<file path="src/rtl/bcd_counter_updown_pkg.sv">
// Shared constants and helpers for the BCD up/down counter.
// Holds the digit width, BCD limits, prescaler sizing and load clamp.
package bcd_counter_updown_pkg;

  localparam int BCD_W = 4;
  localparam logic [BCD_W-1:0] BCD_MAX = 4'd9;
  localparam logic [BCD_W-1:0] BCD_MIN = 4'd0;

  function automatic int clog2(input int value);
    int w;
    w = 0;
    while ((1 << w) < value) begin
      w++;
    end
    return w;
  endfunction

  // A one-state prescaler still needs a 1-bit register to stay legal.
  function automatic int presc_w(input int prescale);
    return (prescale <= 1) ? 1 : clog2(prescale);
  endfunction

  function automatic logic [BCD_W-1:0] bcd_clamp(input logic [BCD_W-1:0] nibble);
    return (nibble > BCD_MAX) ? BCD_MAX : nibble;
  endfunction

endpackage

</file>
<file path="src/rtl/bcd_counter_updown_digit.sv">
// One BCD decade: loads, increments or decrements with wrap, and reports
// combinationally whether it sits at its terminal value for the current direction.
module bcd_digit
  import bcd_counter_updown_pkg::*;
(
  input  logic             clk_i,
  input  logic             rst_i,
  input  logic             step_i,
  input  logic             up_i,
  input  logic             load_i,
  input  logic [BCD_W-1:0] load_nibble_i,
  output logic [BCD_W-1:0] digit_o,
  output logic             term_o
);

  logic [BCD_W-1:0] digit_q;
  logic [BCD_W-1:0] digit_d;

  always_comb begin
    digit_d = digit_q;
    if (load_i) begin
      digit_d = load_nibble_i;
    end else if (step_i) begin
      if (up_i) begin
        digit_d = (digit_q >= BCD_MAX) ? BCD_MIN : digit_q + 4'd1;
      end else begin
        digit_d = (digit_q == BCD_MIN) ? BCD_MAX : digit_q - 4'd1;
      end
    end
  end

  always_ff @(posedge clk_i) begin
    if (rst_i) begin
      digit_q <= BCD_MIN;
    end else begin
      digit_q <= digit_d;
    end
  end

  // Terminal flag feeds the next decade's step within the same cycle.
  assign term_o  = up_i ? (digit_q == BCD_MAX) : (digit_q == BCD_MIN);
  assign digit_o = digit_q;

endmodule

</file>
<file path="src/rtl/bcd_counter_updown.sv">
// Multi-digit BCD up/down counter with parallel load, enable and step prescaler.
// Emits registered tick, wrap-carry and load-error pulses alongside the count.
module bcd_counter_updown
  import bcd_counter_updown_pkg::*;
#(
  parameter int DIGITS   = 2,
  parameter int PRESCALE = 1
) (
  input  logic                  clk_i,
  input  logic                  rst_i,
  input  logic                  enable_i,
  input  logic                  up_i,
  input  logic                  load_i,
  input  logic [4*DIGITS-1:0]   load_value_i,
  output logic [4*DIGITS-1:0]   signal_o,
  output logic                  tick_o,
  output logic                  carry_o,
  output logic                  load_error_o
);

  localparam int              PS_W    = presc_w(PRESCALE);
  localparam logic [PS_W-1:0] PS_LAST = PS_W'(PRESCALE - 1);

  logic [PS_W-1:0]  presc_q;
  logic [PS_W-1:0]  presc_d;
  logic             tick_q;
  logic             carry_q;
  logic             load_err_q;

  logic             step;
  logic             wrap;
  logic             load_bad;
  logic [DIGITS-1:0] step_in;
  logic [DIGITS-1:0] term;
  logic [BCD_W-1:0] clamped [DIGITS];
  logic [BCD_W-1:0] digit   [DIGITS];

  // Prescaler: advances only while enabled, cleared by load.
  always_comb begin
    presc_d = presc_q;
    if (load_i) begin
      presc_d = '0;
    end else if (enable_i) begin
      presc_d = (presc_q == PS_LAST) ? '0 : presc_q + PS_W'(1);
    end
  end

  assign step = enable_i && (presc_q == PS_LAST) && !load_i;

  // Ripple the step through the decades; a digit moves only when all lower ones are terminal.
  always_comb begin
    logic run;
    run     = step;
    step_in = '0;
    for (int k = 0; k < DIGITS; k++) begin
      step_in[k] = run;
      run        = run & term[k];
    end
    wrap = run;
  end

  always_comb begin
    logic [BCD_W-1:0] nib;
    load_bad = 1'b0;
    for (int k = 0; k < DIGITS; k++) begin
      nib        = load_value_i[k*BCD_W +: BCD_W];
      clamped[k] = bcd_clamp(nib);
      if (nib > BCD_MAX) begin
        load_bad = 1'b1;
      end
    end
  end

  for (genvar g = 0; g < DIGITS; g++) begin : g_digit
    bcd_digit u_digit (
      .clk_i         (clk_i),
      .rst_i         (rst_i),
      .step_i        (step_in[g]),
      .up_i          (up_i),
      .load_i        (load_i),
      .load_nibble_i (clamped[g]),
      .digit_o       (digit[g]),
      .term_o        (term[g])
    );
    assign signal_o[g*BCD_W +: BCD_W] = digit[g];
  end

  always_ff @(posedge clk_i) begin
    if (rst_i) begin
      presc_q    <= '0;
      tick_q     <= 1'b0;
      carry_q    <= 1'b0;
      load_err_q <= 1'b0;
    end else begin
      presc_q    <= presc_d;
      tick_q     <= step;
      carry_q    <= wrap;
      load_err_q <= load_i & load_bad;
    end
  end

  assign tick_o       = tick_q;
  assign carry_o      = carry_q;
  assign load_error_o = load_err_q;

endmodule

</file>
<file path="config.mk">
export PLATFORM = sky130hd
export DESIGN_NAME = bcd_counter_updown
export DESIGN_NICKNAME = d
export VERILOG_FILES = /design/src/rtl/bcd_counter_updown_pkg.sv /design/src/rtl/bcd_counter_updown_digit.sv /design/src/rtl/bcd_counter_updown.sv
export SDC_FILE = /design/constraint.sdc
export NUM_CORES = 1
export LEC_CHECK = 0
export ABC_AREA = 1
export BUFFER_PORTS_ARGS = -buffer_cell sky130_fd_sc_hd__buf_2
export CAP_MARGIN = 20
export CORE_MARGIN = 1.5
export CORE_UTILIZATION = 55
export CTS_CLUSTER_SIZE = 12
export DETAILED_ROUTE_END_ITERATION = 6
export HOLD_SLACK_MARGIN = 0.12
export PLACE_DENSITY = 0.86
export SLEW_MARGIN = 20
export SYNTH_ARGS = -nofsm -noshare
export SYNTH_HDL_FRONTEND = slang
export SYNTH_SLANG_ARGS = --single-unit
</file>
<file path="constraint.sdc">
create_clock -name clk_i -period 3.52 [get_ports clk_i]
set_input_delay 0.176 -clock clk_i [delete_from_list [all_inputs] [get_ports clk_i]]
set_output_delay 0.176 -clock clk_i [all_outputs]
set_load 0.1 [all_outputs]
</file>
== After elaboration in Yosys (flattened, before gate mapping) ==
Cells that the tools add are included.
Word-level totals
  register bits: 12
  bits in latches: 0
  bits in writable memories: 0
  ROM bits: 0
  input port bits: 13
  output and inout bits: 11
  logic and storage cells: 46
  memories kept: 0
Cells by class
  add/subtract/negate cells: 5
  multiply operators: 0
  div/mod/pow operators: 0
  magnitude comparators: 4
  equality and inequality tests: 2
  shift operators: 0
  muxes and demuxes: 17
  bitwise gates (word level): 4
  reductions and logical operators: 8
Operators by type and width (number)
  $mux W4: 12
  $add A4 B1 Y4 const B: 2
  $eq A4 B4 Y1 const B: 2
  $ge A4 B4 Y1 const B: 2
  $gt A4 B4 Y1 const B: 2
  $logic_not A4 Y1: 2
  $sub A4 B1 Y4 const B: 2
  $mux W1: 5
  $reduce_bool A2 Y1: 2
  $and A1 B1 Y1: 3
  $logic_and A1 B1 Y1: 2
  $reduce_or A2 Y1: 1
  $add A1 B1 Y1 const B: 1
  $logic_not A1 Y1: 1
  $not A1 Y1: 1

== Logic depth before layout (Yosys ltp) ==
  depth after elaboration: 6
  depth in mapped cells: 11
  depth with buffers taken out: 11

== Cells and area by module ==
A second synthesis with hierarchy kept.
Second synthesis, totals
  cell total of the unflattened synthesis: 170
  area total of the unflattened synthesis: 1063.5 um^2
Modules (own cells, without submodules)
  bcd_digit: times used 2, cells an instance 71, area an instance 447.9 um^2, seq. area each 80.1 um^2
  bcd_counter_updown: times used 1, cells an instance 28, area an instance 167.7 um^2, seq. area each 60.1 um^2

== Worst setup path before layout ==
OpenSTA, ideal clock, no wires.
  path kind: reg-to-reg
  start point: register g_digit[1].u_digit.digit_q[0]
  end point: register g_digit[1].u_digit.digit_q[0]
  setup time: 109 ps
  arrival: 2064 ps
  data required time: 3411 ps
  setup slack: 1347 ps
  cell stages (with the launch flop): 11
  period minus slack after synthesis: 2173 ps
  cell sequence: dfxtp_1 inv_1 ha_1 nand3_1 nand2_1 nand2_1 nand2_1 nand2_2 nand3_2 nand2_1 inv_1
Between the ends
  word-level cells in the longest chain between the ends: 5
  elaborated cells on any way between the ends: 9
  classes of those cells: 2 x add/sub; 1 x order compare; 5 x mux; 1 x reduce/logical
Ends and longest elaborated chain
  start, declared: RTL line bcd_counter_updown_digit.sv:16  | logic [BCD_W-1:0] digit_q;
  start signal, assigned: RTL line bcd_counter_updown_digit.sv:36  | digit_q <= digit_d;
  $sub A4 B1 Y4, or another cell as far along: RTL line bcd_counter_updown_digit.sv:27  | digit_d = (digit_q == BCD_MIN) ? BCD_MAX : digit_q - 4'd1;
  $mux W4 (on tied branches): RTL line bcd_counter_updown_digit.sv:27, bcd_counter_updown_digit.sv:25
  $mux W4 *: RTL line bcd_counter_updown_digit.sv:24  | if (up_i) begin
  $mux W4 *: RTL line bcd_counter_updown_digit.sv:23  | end else if (step_i) begin
  $mux W4 *: RTL line bcd_counter_updown_digit.sv:21  | if (load_i) begin
Mark *: on every way between the ends. The rest lies on a longest branch, timed or not. The select of a mux whose other input is x is not followed.
A chain may end at the register's enable or synchronous reset.

== Worst setup path after layout ==
  start point: register g_digit[1].u_digit.digit_q[0]
  end point: register g_digit[1].u_digit.digit_q[3]
Same word-level chain as after synthesis.

==> summary.txt <==
Floorplanning
  – IO Pins: 24
  – Initial Util: 0.606
  – Chip height: 44.2 µm
  – Core Area: 0.00154 mm²
  – Chip width: 44.2 µm
  – Die footprint: 0.00195 mm²
  – # rows: 14

Timing
  – Final Max Tran Viols: 0
  – RSZ-0062 raised after global routing: no
  – Clock skew: 0.00161 ns
  – Max Clock Freq: 649 MHz
  – Minimum clock period: 1.54 ns
  – Final setup vio count: 0
  – Hold Fails Final Rpt: 0
  – Relative slew slack: 0.671
  – Worst-Margin Slew: 0.496 ns
  – Setup TNS: 0 ns
  – Crit share post-route: 0.438

CTS
  – CTS Sinks: 11
  – Total CTS buffers: 3
  – Clk_lat worst skew: 0.26 ns
  – CTS clk-pin slew, worst paths: 0.07 ns
  – Clock tree from TritonCTS: done
  – CTS resizes: 0
  – Post CTS Setup Buffer Count: 0
  – Clock root buffer: clkbuf_4
  – Longest Clk Path Bufs: 2
  – H-tree Lvls: 1
  – Hold_buf cts: 0

Yosys
  – Number of library cell types mapped by synthesis: 23
  – Most frequent cell after synthesis: nand2_1
  – Synth area leaders: dfxtp_1 (24%), nand2_1 (13%), ha_1 (11%)
  – Sequential element share of the synthesized area: 0.236
  – Yosys warnings: 0
  – EDFF count, synth: 0
  – Syn nets: 164
  – Commonest cells post-synth: nand2_1 (32), inv_1 (18), nand3_1 (16), nor2_1 (12), dfxtp_1 (11)
  – Syn Area/Cell: 6.53 µm²
  – Top cell type by total area after synthesis: dfxtp_1
  – Cell Area, Synth: 933 µm²
  – Synth top area share: 0.236
  – Number of synthesized register bits: 11
  – Top FF cell, synth: dfxtp_1
  – Cell count after synthesis: 143
  – Asr flop ratio synth: 0

Global route
  – Antenna violations before repair: 0
  – Aggregate global routing overflow: 0
  – Overall Global Routing Usage: 0.238
  – Vias in the first global route: 885
  – Global-route wire length before repair: 3580 µm
  – Largest net degree at the start of global routing: 13

Worst setup path
  – FF-to-FF path depth: 8
  – Crit start category: flop
  – Critical path class: flop to flop
  – Req. time, crit path: 3.68 ns
  – Worst Path Arrival: 1.70 ns
  – Critical Path End Type: flop
  – Critical Path Fanout Max: 7

Finish
  – Area delta synth->final: 16.0%
  – Post-layout nets: 190
  – Cell area after layout: 0.00108 mm²
  – Share of layout cells above drive strength 1: 0.232
  – Fillers: 151
  – Multi-input gate area: 618 µm²
  – Register area: 220 µm²
  – Inserted Diodes: 0

Placed design
  – Port buffer count: 23
  – Dpl cell area: 0.00106 mm²
  – Placer Congestion: 0.837
  – Detail Placement HPWL: 1740 µm

Power
  – Static leakage: 0.584 nW
  – Flop pwr share: 0.365
  – Clock power frac: 0.216
  – Switch Pwr: 179 µW
  – Sw Ratio: 0.449
  – P_int: 220 µW
  – Comb power frac: 0.419
  – PwrDens: 369 mW/mm²
  – Max VDD drop: 0.284 mV

Run status
  – Status: finished clean

Route
  – Routed len/inst: 11.8 µm
  – Vias: 1009
  – Wirelength, routed: 2180 µm
  – First-pass DRT Iterations: 4
  – Via-to-Cell Ratio: 5.48
  – Routed Antenna Nets: 0
  – Iteration-0 DRC Markers: 25
  – # DRC: 0

Flow run
  – Max cap viols: 0

Worst hold path
  – Hold Path Depth: 2
  – Tightest Hold Check Type: input pin to flop
-- registers in the layout, indices dropped and copies added (netlist names) --
signal,count
tick_o,1
carry_o,1
load_error_o,1
g_digit.u_digit.digit_o,8
-- cells in the final DEF (no fill, tap or decap), types with 4 or more instances in the layout --
cell type	instances
nor2_1	12
inv_2	4
inv_1	18
ha_1	8
nand2_1	32
a21oi_1	7
nand3_1	16
nand3_2	4
o21ai_0	8
dfxtp_1	11
buf_2	23
nand4_1	4
-- power groups by stage --
| stage | Clock, mW | Sequential, mW | Combinational [mW] |
|---|---|---|---|
| 2_1_floorplan | 0 | 0.202 | 0.0785 |
| 3_3_place_gp | 0 | 0.147 | 0.163 |
| 3_5_place_dp | 0 | 0.148 | 0.166 |
| 4_1_cts | 0.0876 | 0.145 | 0.167 |
| 5_1_grt | 0.0954 | 0.147 | 0.181 |
| 6_report | 0.0862 | 0.145 | 0.167 |
-- layer usage --
layer  up-vias  track usage  wire, µm
li1        522            -         -
met1       452        0.329      1060
met2        30        0.382       993
met3         5       0.0245        96
met4         0       0.0909        23
met5         -            0         0
-- worst max-delay path: stages (launching register included) --
cell	delay [ns]
dfxtp_1	0.45
inv_1	0.15
ha_1	0.27
a21oi_2	0.23
nand2_1	0.08
nand2_1	0.07
nor2_1	0.05
nor2_1	0.10
nor2_1	0.04
-- worst paths after layout --
| kind | startpoint | to | slack, ns |
|---|---|---|---|
| setup reg to reg | g_digit[1].u_digit.digit_o[0] | g_digit[1].u_digit.digit_o[3] | 1.98 |
| hold / removal | rst_i | g_digit[0].u_digit.digit_o[3] | 0.13 |
| hold reg to reg | g_digit[0].u_digit.digit_o[1] | g_digit[0].u_digit.digit_o[1] | 0.60 |
| setup / recovery | g_digit[1].u_digit.digit_o[0] | g_digit[1].u_digit.digit_o[3] | 1.98 |
-- kinds of logic after synthesis --
logic type / synth area share
simple gates: 0.386
flops: 0.236
buf+inv: 0.102
compound gates: 0.150
fa+ha+maj: 0.107
xor+xnor: 0.0188
-- final cells by class --
type,count,share of cell area
Inverter,22,0.0763
Multi-Input combinational cell,108,0.571
Tap cell,16,0.0185
Timing Repair Buffer,23,0.106
Clock buffer,4,0.0243
Sequential cell,11,0.203
-- through the flow --
step	std cells	hold slack [ns]	power, mW	utilization	worst slack (ns)
floorplan	143	0.245	0.280	-	1.35
global placement	180	0.415	0.310	0.685	2.03
detailed placement	180	0.415	0.314	0.685	2.03
CTS	184	0.130	0.399	0.702	2.01
global route	184	0.146	0.423	0.702	1.88
finish	184	0.133	0.399	0.702	1.98
Note: power is estimated with default switching activity, not from simulation.
